===== config.mk =====
export PLATFORM = sky130hd
export DESIGN_NAME = max7219_frame_sequencer
export DESIGN_NICKNAME = d
export VERILOG_FILES = /design/src/rtl/max7219_frame_sequencer.sv
export SDC_FILE = /design/constraint.sdc
export NUM_CORES = 1
export LEC_CHECK = 0
export CORE_MARGIN = 2
export CORE_UTILIZATION = 35
export DETAILED_ROUTE_END_ITERATION = 8
export HOLD_SLACK_MARGIN = 0.03
export PLACE_DENSITY = 0.65
export SLEW_MARGIN = 40
export SYNTH_ARGS = -nofsm -noshare
export SYNTH_HDL_FRONTEND = slang
export SYNTH_SLANG_ARGS = --single-unit

===== constraint.sdc =====
create_clock -name i_clk -period 2.1 [get_ports i_clk]
set_input_delay 0.42 -clock i_clk [delete_from_list [all_inputs] [get_ports i_clk]]
set_output_delay 0.42 -clock i_clk [all_outputs]
set_load 0.02 [all_outputs]

===== src/rtl/max7219_frame_sequencer.sv =====
// MAX7219 frame sequencer.
// Issues the MAX7219 init sequence after reset, then writes one HH:MM:SS frame (digits 1..6)
// per refresh request, one register write at a time over the driver's stb/busy handshake.
// Ports:
//   i_clk, i_reset_n       clock, asynchronous active-low reset
//   i_refresh              1-cycle frame request (merged into a 1-deep pending flag when busy)
//   i_hours/minutes/secs   BCD time {tens,ones}
//   i_colon                set DP on the digits at addr 3 and 5
//   i_blank_leading        send hours-tens of 0 as code-B blank (0x0F)
//   i_intensity            brightness for reg 0xA
//   o_stb/o_addr/o_data    write request to the serial driver
//   i_busy                 driver busy
//   o_init_done            init sequence finished
//   o_frame_busy           init or frame in progress
//   o_timeout              sticky: a request was abandoned for lack of i_busy
module max7219_frame_sequencer #(
   parameter logic [2:0]  SCAN_LIMIT  = 3'd5,
   parameter logic [7:0]  DECODE_MODE = 8'hFF,
   parameter int unsigned REQ_TIMEOUT = 64
) (
   input  logic       i_clk,
   input  logic       i_reset_n,
   input  logic       i_refresh,
   input  logic [7:0] i_hours,
   input  logic [7:0] i_minutes,
   input  logic [7:0] i_seconds,
   input  logic       i_colon,
   input  logic       i_blank_leading,
   input  logic [3:0] i_intensity,
   output logic       o_stb,
   output logic [3:0] o_addr,
   output logic [7:0] o_data,
   input  logic       i_busy,
   output logic       o_init_done,
   output logic       o_frame_busy,
   output logic       o_timeout
);

   localparam int unsigned CntW = $clog2(REQ_TIMEOUT + 1);
   localparam logic [CntW-1:0] CntMax = CntW'(REQ_TIMEOUT - 1);

   typedef enum logic [1:0] {StIdle, StLoad, StReq, StDrain} state_e;

   state_e          state_q, state_d;
   logic [2:0]      idx_q;
   logic            in_init_q;
   logic            pending_q;
   logic [3:0]      last_int_q;
   logic [7:0]      hr_q, min_q, sec_q;
   logic            colon_q, blank_q;
   logic [3:0]      int_q;
   logic [3:0]      addr_q;
   logic [7:0]      data_q;
   logic [CntW-1:0] cnt_q;
   logic            timeout_q, init_done_q, frame_busy_q;

   logic       req_abort, entry_done, list_end, start_frame;
   logic [2:0] last_idx;
   logic [3:0] entry_addr;
   logic [7:0] entry_data;

   // An entry completes either normally (driver went idle after accepting) or by abandonment.
   assign req_abort   = (state_q == StReq) && !i_busy && (cnt_q == CntMax);
   assign entry_done  = ((state_q == StDrain) && !i_busy) || req_abort;
   assign last_idx    = in_init_q ? 3'd4 : 3'd6;
   assign list_end    = entry_done && (idx_q == last_idx);
   // A new frame begins from IDLE, or back-to-back at list end when a request is waiting.
   assign start_frame = ((state_q == StIdle) || list_end) && (i_refresh || pending_q);

   // Current list entry; frame index 0 is the optional intensity write.
   always_comb begin
      entry_addr = 4'h0;
      entry_data = 8'h00;
      if (in_init_q) begin
         case (idx_q)
            3'd0:    begin entry_addr = 4'h9; entry_data = DECODE_MODE;            end
            3'd1:    begin entry_addr = 4'hA; entry_data = {4'h0, i_intensity};    end
            3'd2:    begin entry_addr = 4'hB; entry_data = {5'b0, SCAN_LIMIT};     end
            3'd3:    begin entry_addr = 4'hC; entry_data = 8'h01;                  end
            default: begin entry_addr = 4'hF; entry_data = 8'h00;                  end
         endcase
      end else begin
         case (idx_q)
            3'd0:    begin entry_addr = 4'hA; entry_data = {4'h0, int_q};             end
            3'd1:    begin entry_addr = 4'h1; entry_data = {4'h0, sec_q[3:0]};        end
            3'd2:    begin entry_addr = 4'h2; entry_data = {4'h0, sec_q[7:4]};        end
            3'd3:    begin entry_addr = 4'h3; entry_data = {colon_q, 3'b0, min_q[3:0]}; end
            3'd4:    begin entry_addr = 4'h4; entry_data = {4'h0, min_q[7:4]};        end
            3'd5:    begin entry_addr = 4'h5; entry_data = {colon_q, 3'b0, hr_q[3:0]};  end
            default: begin
               entry_addr = 4'h6;
               entry_data = (blank_q && (hr_q[7:4] == 4'h0)) ? 8'h0F : {4'h0, hr_q[7:4]};
            end
         endcase
      end
   end

   // State register
   always_ff @(posedge i_clk or negedge i_reset_n) begin
      if (!i_reset_n) state_q <= StLoad;
      else            state_q <= state_d;
   end

   // Next-state logic
   always_comb begin
      state_d = state_q;
      case (state_q)
         StIdle:  if (start_frame) state_d = StLoad;
         StLoad:  state_d = StReq;
         StReq: begin
            if (i_busy)         state_d = StDrain;
            else if (req_abort) state_d = (list_end && !start_frame) ? StIdle : StLoad;
         end
         StDrain: if (!i_busy) state_d = (list_end && !start_frame) ? StIdle : StLoad;
         default: state_d = StIdle;
      endcase
   end

   // Outputs
   always_comb begin
      o_stb        = (state_q == StReq);
      o_addr       = addr_q;
      o_data       = data_q;
      o_init_done  = init_done_q;
      o_frame_busy = frame_busy_q;
      o_timeout    = timeout_q;
   end

   // Datapath
   always_ff @(posedge i_clk or negedge i_reset_n) begin
      if (!i_reset_n) begin
         idx_q        <= 3'd0;
         in_init_q    <= 1'b1;
         pending_q    <= 1'b0;
         last_int_q   <= 4'h0;
         hr_q         <= 8'h00;
         min_q        <= 8'h00;
         sec_q        <= 8'h00;
         colon_q      <= 1'b0;
         blank_q      <= 1'b0;
         int_q        <= 4'h0;
         addr_q       <= 4'h0;
         data_q       <= 8'h00;
         cnt_q        <= '0;
         timeout_q    <= 1'b0;
         init_done_q  <= 1'b0;
         frame_busy_q <= 1'b0;
      end else begin
         pending_q <= start_frame ? 1'b0 : (pending_q | i_refresh);
         if (list_end && in_init_q) begin
            init_done_q <= 1'b1;
            in_init_q   <= 1'b0;
         end
         if (start_frame) begin
            hr_q      <= i_hours;
            min_q     <= i_minutes;
            sec_q     <= i_seconds;
            colon_q   <= i_colon;
            blank_q   <= i_blank_leading;
            int_q     <= i_intensity;
            in_init_q <= 1'b0;
            // Skip the intensity write when the display already holds this value.
            idx_q     <= (i_intensity != last_int_q) ? 3'd0 : 3'd1;
         end else if (entry_done && !list_end) begin
            idx_q <= idx_q + 3'd1;
         end
         if (state_q == StLoad) begin
            addr_q <= entry_addr;
            data_q <= entry_data;
         end
         cnt_q <= (state_q == StReq) ? cnt_q + CntW'(1) : '0;
         if (req_abort) timeout_q <= 1'b1;
         if ((state_q == StDrain) && !i_busy && (addr_q == 4'hA)) last_int_q <= data_q[3:0];
         frame_busy_q <= (state_d != StIdle);
      end
   end

endmodule


==> metrics.cfg, run 1 <==
[clocking]
clk_pin_slew_ns=0.07
h-tree-depth=3
clk_latency_ns=0.35
numCtsBuffers=9
cts_tree=done
root_buffer=clkbuf_8
max-clock-path-buffers=2
holdBufCountCts=0
clock-sinks=61
post-cts-setup-buffers=0

[global_route]
antenna_found_initial=0
grt_first_pass_wirelength_um=11200
overflow=0
grt_pass1_vias=2327
grt_usage_pct=14.9
grt_max_degree=40

[yosys]
synth_common_cells=dfrtp_1 (59), mux2_2 (33), nor2_1 (18), nand2_1 (17), clkbuf_1 (10)
synth_warnings=0
syn-cell-area_sq_um=3020
synth_most_common_cell=dfrtp_1
synth_area_per_cell_sq_um=11.5
async_flop_share_pct=100
synth_ff_type=dfrtp_1
synth_nets=303
seq_area_frac_synth_pct=50.7
synthTopCellsByArea=dfrtp_1 (49%), mux2_2 (12%), ha_1 (2.5%)
yosys.area.top_type=dfrtp_1
syn_inst=263
synth_edf_count=0
yosys.area.top_type_share_pct=49.0
synth_cell_types=57
ys_seq_elements=61

[timing]
finalHoldViolCount=0
worst_slew_pin_slew_ns=0.541
holdWs_ns=0.0580
setup_violations=0
max_freq_mhz=509
fin_crit_ns=1.96
drv_slew=0
slew_headroom_pct=64.0
rsz0062_at_grt=false
finClkSkew_ns=0.0108
min_period_over_period_pct=93.5
setup_slack_ns=0.136

[floorplanning]
rows=33
die_area_sq_um=9370
die_y_um=96.8
initial_core_util_pct=36.3
ios=50
fp.dieW_um=96.8
core_sq_um=8300

[place]
dp_cells=419
routabilityCongestion=0.803
place_hpwl_um=4780
dp_worst_setup_slack_ns=-0.0613
io_buffers=49

[cells_and_area]
final_nets=365
antennaDiodeCount=0
final_util_pct=47.1
drive_gt1_share_pct=22.4
stdcell_count=435
syn2layout_area_growth_pct=29.7

[worst_hold_path]
hp-class=in2async

[detailed_routing]
wire_per_inst_um=15.2
via_per_inst=5.19
antenna_left=0
routed_wl_um=6620
first_iter_violations=88
drc=0
num_vias=2256
dr.pass1.iters=4

[pwr]
p_leak_nw=1.64
p_per_area_nw_per_um2=1380
finalPower_mw=5.41
ir_drop_mv=0.535

[setup_path]
critPathLaunch=cnt_q[0]
r2r_slack_ns=0.14
r2r-end=min_q[7]
cp_cell_sequence=ha_1 > nand3_1 > o31a_1 > o21ai_4 > buf_4 > mux2_2
arrival_ns=2.19
slowest_delay_ns=0.38
worstRegToRegCells=6
crit_family=compound AO/OA/AOI/OAI gates
startpoint_type=register
r2r_start=cnt_q[0]
worst_path_max_delay_cell=dfrtp_1
cp_num_buf_inv=1
worst-path-max-fanout=10
crit_path_end_kind=register
path_class=reg2reg
required_ns=2.33

[job]
maxCapViolCount=0

[status]
status=finished clean

repair_timing:
action | CTS | global route
setup endpoints to repair | 1 | 1
resized for setup | 1 | 1
gates cloned | 0 | 0
power by group:
group,internal [mW],switching [mW]
logic,1.21,1.09
clock network,0.643,0.445
registers,1.66,0.358
per-layer routing:
metal | up-vias | share of wire [%] | track usage, %
met5 | - | 0 | 0
met4 | 0 | 1.8 | 6.18
met3 | 10 | 5.6 | 4.19
met2 | 56 | 46 | 22.5
met1 | 1106 | 47 | 20.1
li1 | 1084 | - | -
worst reg2reg max path, delay by kind of cell, from the launching register on:
kind	cells	cell delay, ns
adder cells (fa/ha/maj)	1	0.22
buffers and inverters	1	0.22
AND/OR/NAND/NOR	1	0.13
multiplexers	1	0.35
AO/OA/AOI/OAI	2	0.55
flip-flops	1	0.38
placed cells by master (no fill, tap or decap), types with 6 or more instances in the layout:
cell type,Yosys,routed
clkbuf_8,0,12
clkdlybuf4s50_1,0,47
buf_4,2,15
o21ai_0,9,9
mux2_1,6,6
inv_1,8,8
nand2_1,17,17
nor2_1,18,18
mux2_2,33,33
a21oi_1,9,9
xnor2_1,6,6
dfrtp_1,59,59
area by class of cell:
type                       instances  area (sq um)
fill                             779          4390
sequential                        61          1530
multi-input combinational        179          1370
timing repair buffer              66           637
clock buffer                      13           169
tap                              105           131
clock inverter                     3          42.5
inverter                           8          30.0
per-stage QoR:
step                area, sq um  TNS (ns)
floorplan                  3020         0
global placement           3700   -0.0608
detailed placement         3700     -1.01
CTS                        3910         0
global route               3910         0
finish                     3910         0
how the worst max path moves through the flow:
stage	endpoint	slack [ns]	cells past startpoint
4_1_cts	o_data[1]	0.11	6
3_3_place_gp	min_q[6]	-0.009	6
5_1_grt	colon_q	0.02	6
6_report	min_q[7]	0.14	6
3_5_place_dp	min_q[6]	-0.06	6
2_1_floorplan	o_data[0]	0.17	6
cell families (layout without fill, tap and decap cells):
kind of cell	Yosys count	in the layout	synth area share, %
compound gates	56	56	13.6
xor+xnor	9	9	2.61
fa+ha+maj	6	6	2.49
buf+inv	23	90	3.86
flops	61	61	50.7
mux	42	42	15.6
simple gates	66	66	11.2
state kept, by name, indices dropped and copies added (netlist names):
register / flops
cnt_q: 7
o_frame_busy: 1
o_init_done: 1
sec_q: 8
hr_q: 8
last_int_q: 4
o_addr: 4
blank_q: 1
o_timeout: 1
idx_q: 3
o_data: 6
pending_q: 1
colon_q: 1
in_init_q: 1
min_q: 8
state_q: 2
int_q: 4
Power figures use the tool's default switching activity.
==> inputs of run 2 (changes only) <==
clock period = 2.45 ns   (was 2.1 ns; I/O delays follow)
==> run 2 against run 1 <==
  * Core utilization fell by 0.29 points
  * Register-to-register slack improved by 0.27 ns
  * Hold slack improved by 0.096 ns
  * First-iteration DRC count rose by 3.4%
  * Non-clock buffer count decreased by 8
  * Via count hardly changed
  * Clock skew is 0.0071 ns lower
  * Flip-flop and latch count unchanged
  * Die area stayed put
==> metrics.cfg, run 2 (synthesis gave the netlist of run 1 again) <==
[cells_and_area]
drive_gt1_share_pct=20.5
fillers=762
top_regs=hr_q (8), min_q (8), sec_q (8)
antennaDiodeCount=0
final_util_pct=46.8
layout_commonest_cell=dfrtp_1
final_nets=357
stdcell_count=427
syn2layout_area_growth_pct=28.9
mostFrequentLayoutCells=dfrtp_1 (59), clkdlybuf4s50_1 (48), mux2_2 (33)

[global_route]
grt_usage_pct=14.2
grt_first_pass_wirelength_um=10800
antenna_found_initial=0
grt_pass1_vias=2196
grt_max_degree=34
overflow=0

[pwr]
ir_drop_mv=0.379
p_leak_nw=1.62
p_per_area_nw_per_um2=1230

[setup_path]
worst-path-max-fanout=7
cp_cell_sequence=inv_1 > nand2_2 > inv_1 > clkdlybuf4s50_1
required_ns=1.96
cp_num_buf_inv=3
startpoint_type=register
crit_family=buffers and inverters
crit_top_cell=inv_1
worst_path_max_delay_cell=dfstp_2
arrival_ns=1.80
slowest_delay_ns=0.60
crit_path_end_kind=output port
path_class=reg2out

[clocking]
root_buffer=clkbuf_8
clk_pin_slew_ns=0.06
clock-sinks=61
clk_latency_ns=0.34
max-clock-path-buffers=2
cts_tree=done
numCtsBuffers=9
holdBufCountCts=0
h-tree-depth=3

[detailed_routing]
first_iter_violations=91
wire_per_inst_um=15.2
via_per_inst=5.28
drc=0
num_vias=2254
dr.pass1.iters=4
antenna_left=0
routed_wl_um=6490

[place]
routabilityCongestion=0.790
io_buffers=49
dp_cells=411
dp_worst_setup_slack_ns=0.202
place_hpwl_um=4650

[timing]
drv_slew=0
rsz0062_at_grt=false
worst_slew_pin_slew_ns=0.691
slew_headroom_pct=53.9
min_period_over_period_pct=93.5
fin_crit_ns=2.29
finalHoldViolCount=0
setup_violations=0
max_freq_mhz=437
setup_slack_ns=0.159
fin_setup_tns_ns=0
finClkSkew_ns=0.00376

[floorplanning]
die_area_sq_um=9370
rows=33
die_y_um=96.8
ios=50
core_sq_um=8300
initial_core_util_pct=36.3
fp.dieW_um=96.8

[status]
status=finished clean

[worst_hold_path]
hp-class=in2async

[job]
maxCapViolCount=0

[run 2: changes by cell type in the layout (fill, tap and decap cells not counted)]
cell             change
buf_4                -7
bufinv_16            +2
buf_12               -1
clkdlybuf4s50_1      +1
clkinv_2             -1
clkinvlp_4           -1
dlygate4sd2_1        -1
ha_1                 +1
ha_2                 -1
nand2_1              -1
nand2_2              +1
[run 2: power breakdown]
| group | total [mW] | internal, mW | switching (mW) |
|---|---|---|---|
| Combinational | 1.90 | 0.976 | 0.924 |
| Sequential | 1.73 | 1.43 | 0.305 |
| Clock | 1.14 | 0.760 | 0.377 |
| Total | 4.77 | 3.16 | 1.61 |
[run 2: path summary, 6_finish.rpt]
kind                            slack (ns)  cells past startpoint  startpoint        end
max in group asynchronous             1.57                      2   i_reset_n   sec_q[6]
worst max-delay path                  0.16                      4  state_q[0]      o_stb
worst min register to register        0.46                      1    cnt_q[0]   cnt_q[0]
worst max register to register        0.41                      5    idx_q[1]  o_data[0]
min in group i_clk                    0.46                      1    cnt_q[0]   cnt_q[0]
worst min-delay path                  0.15                      1   i_reset_n   cnt_q[5]
[run 2: repair_timing]
action,in CTS,in global routing
gates resized for setup,0,1
endpoints found under the setup margin,0,1
buffers inserted,0,0
[run 2: per-layer routing]
metal	GRT usage, %	up-vias	wire length, um
met5	0	-	0
met3	3.18	9	247
met1	20.7	1122	3280
met2	20.2	53	2840
met4	6.18	0	123
li1	-	1070	-
[run 2: area by class of cell]
cell class	instances	area [sq um]	area share, %
flip-flops and latches	61	1530	39.3
multi-input cells	179	1370	35.3
repair buffers	58	566	14.5
clock buffers	13	169	4.35
well taps	105	131	3.38
clock inverters	3	90.1	2.32
inverters	8	30.0	0.772
[run 2: through the flow]
stage	hold WS [ns]	power (mW)	area, sq um
after global routing	0.198	5.06	3890
after global placement	0.448	3.60	3630
after detailed placement	0.448	3.64	3630
after floorplan	0.194	3.05	3020
after CTS	0.170	4.80	3880
final	0.154	4.77	3890
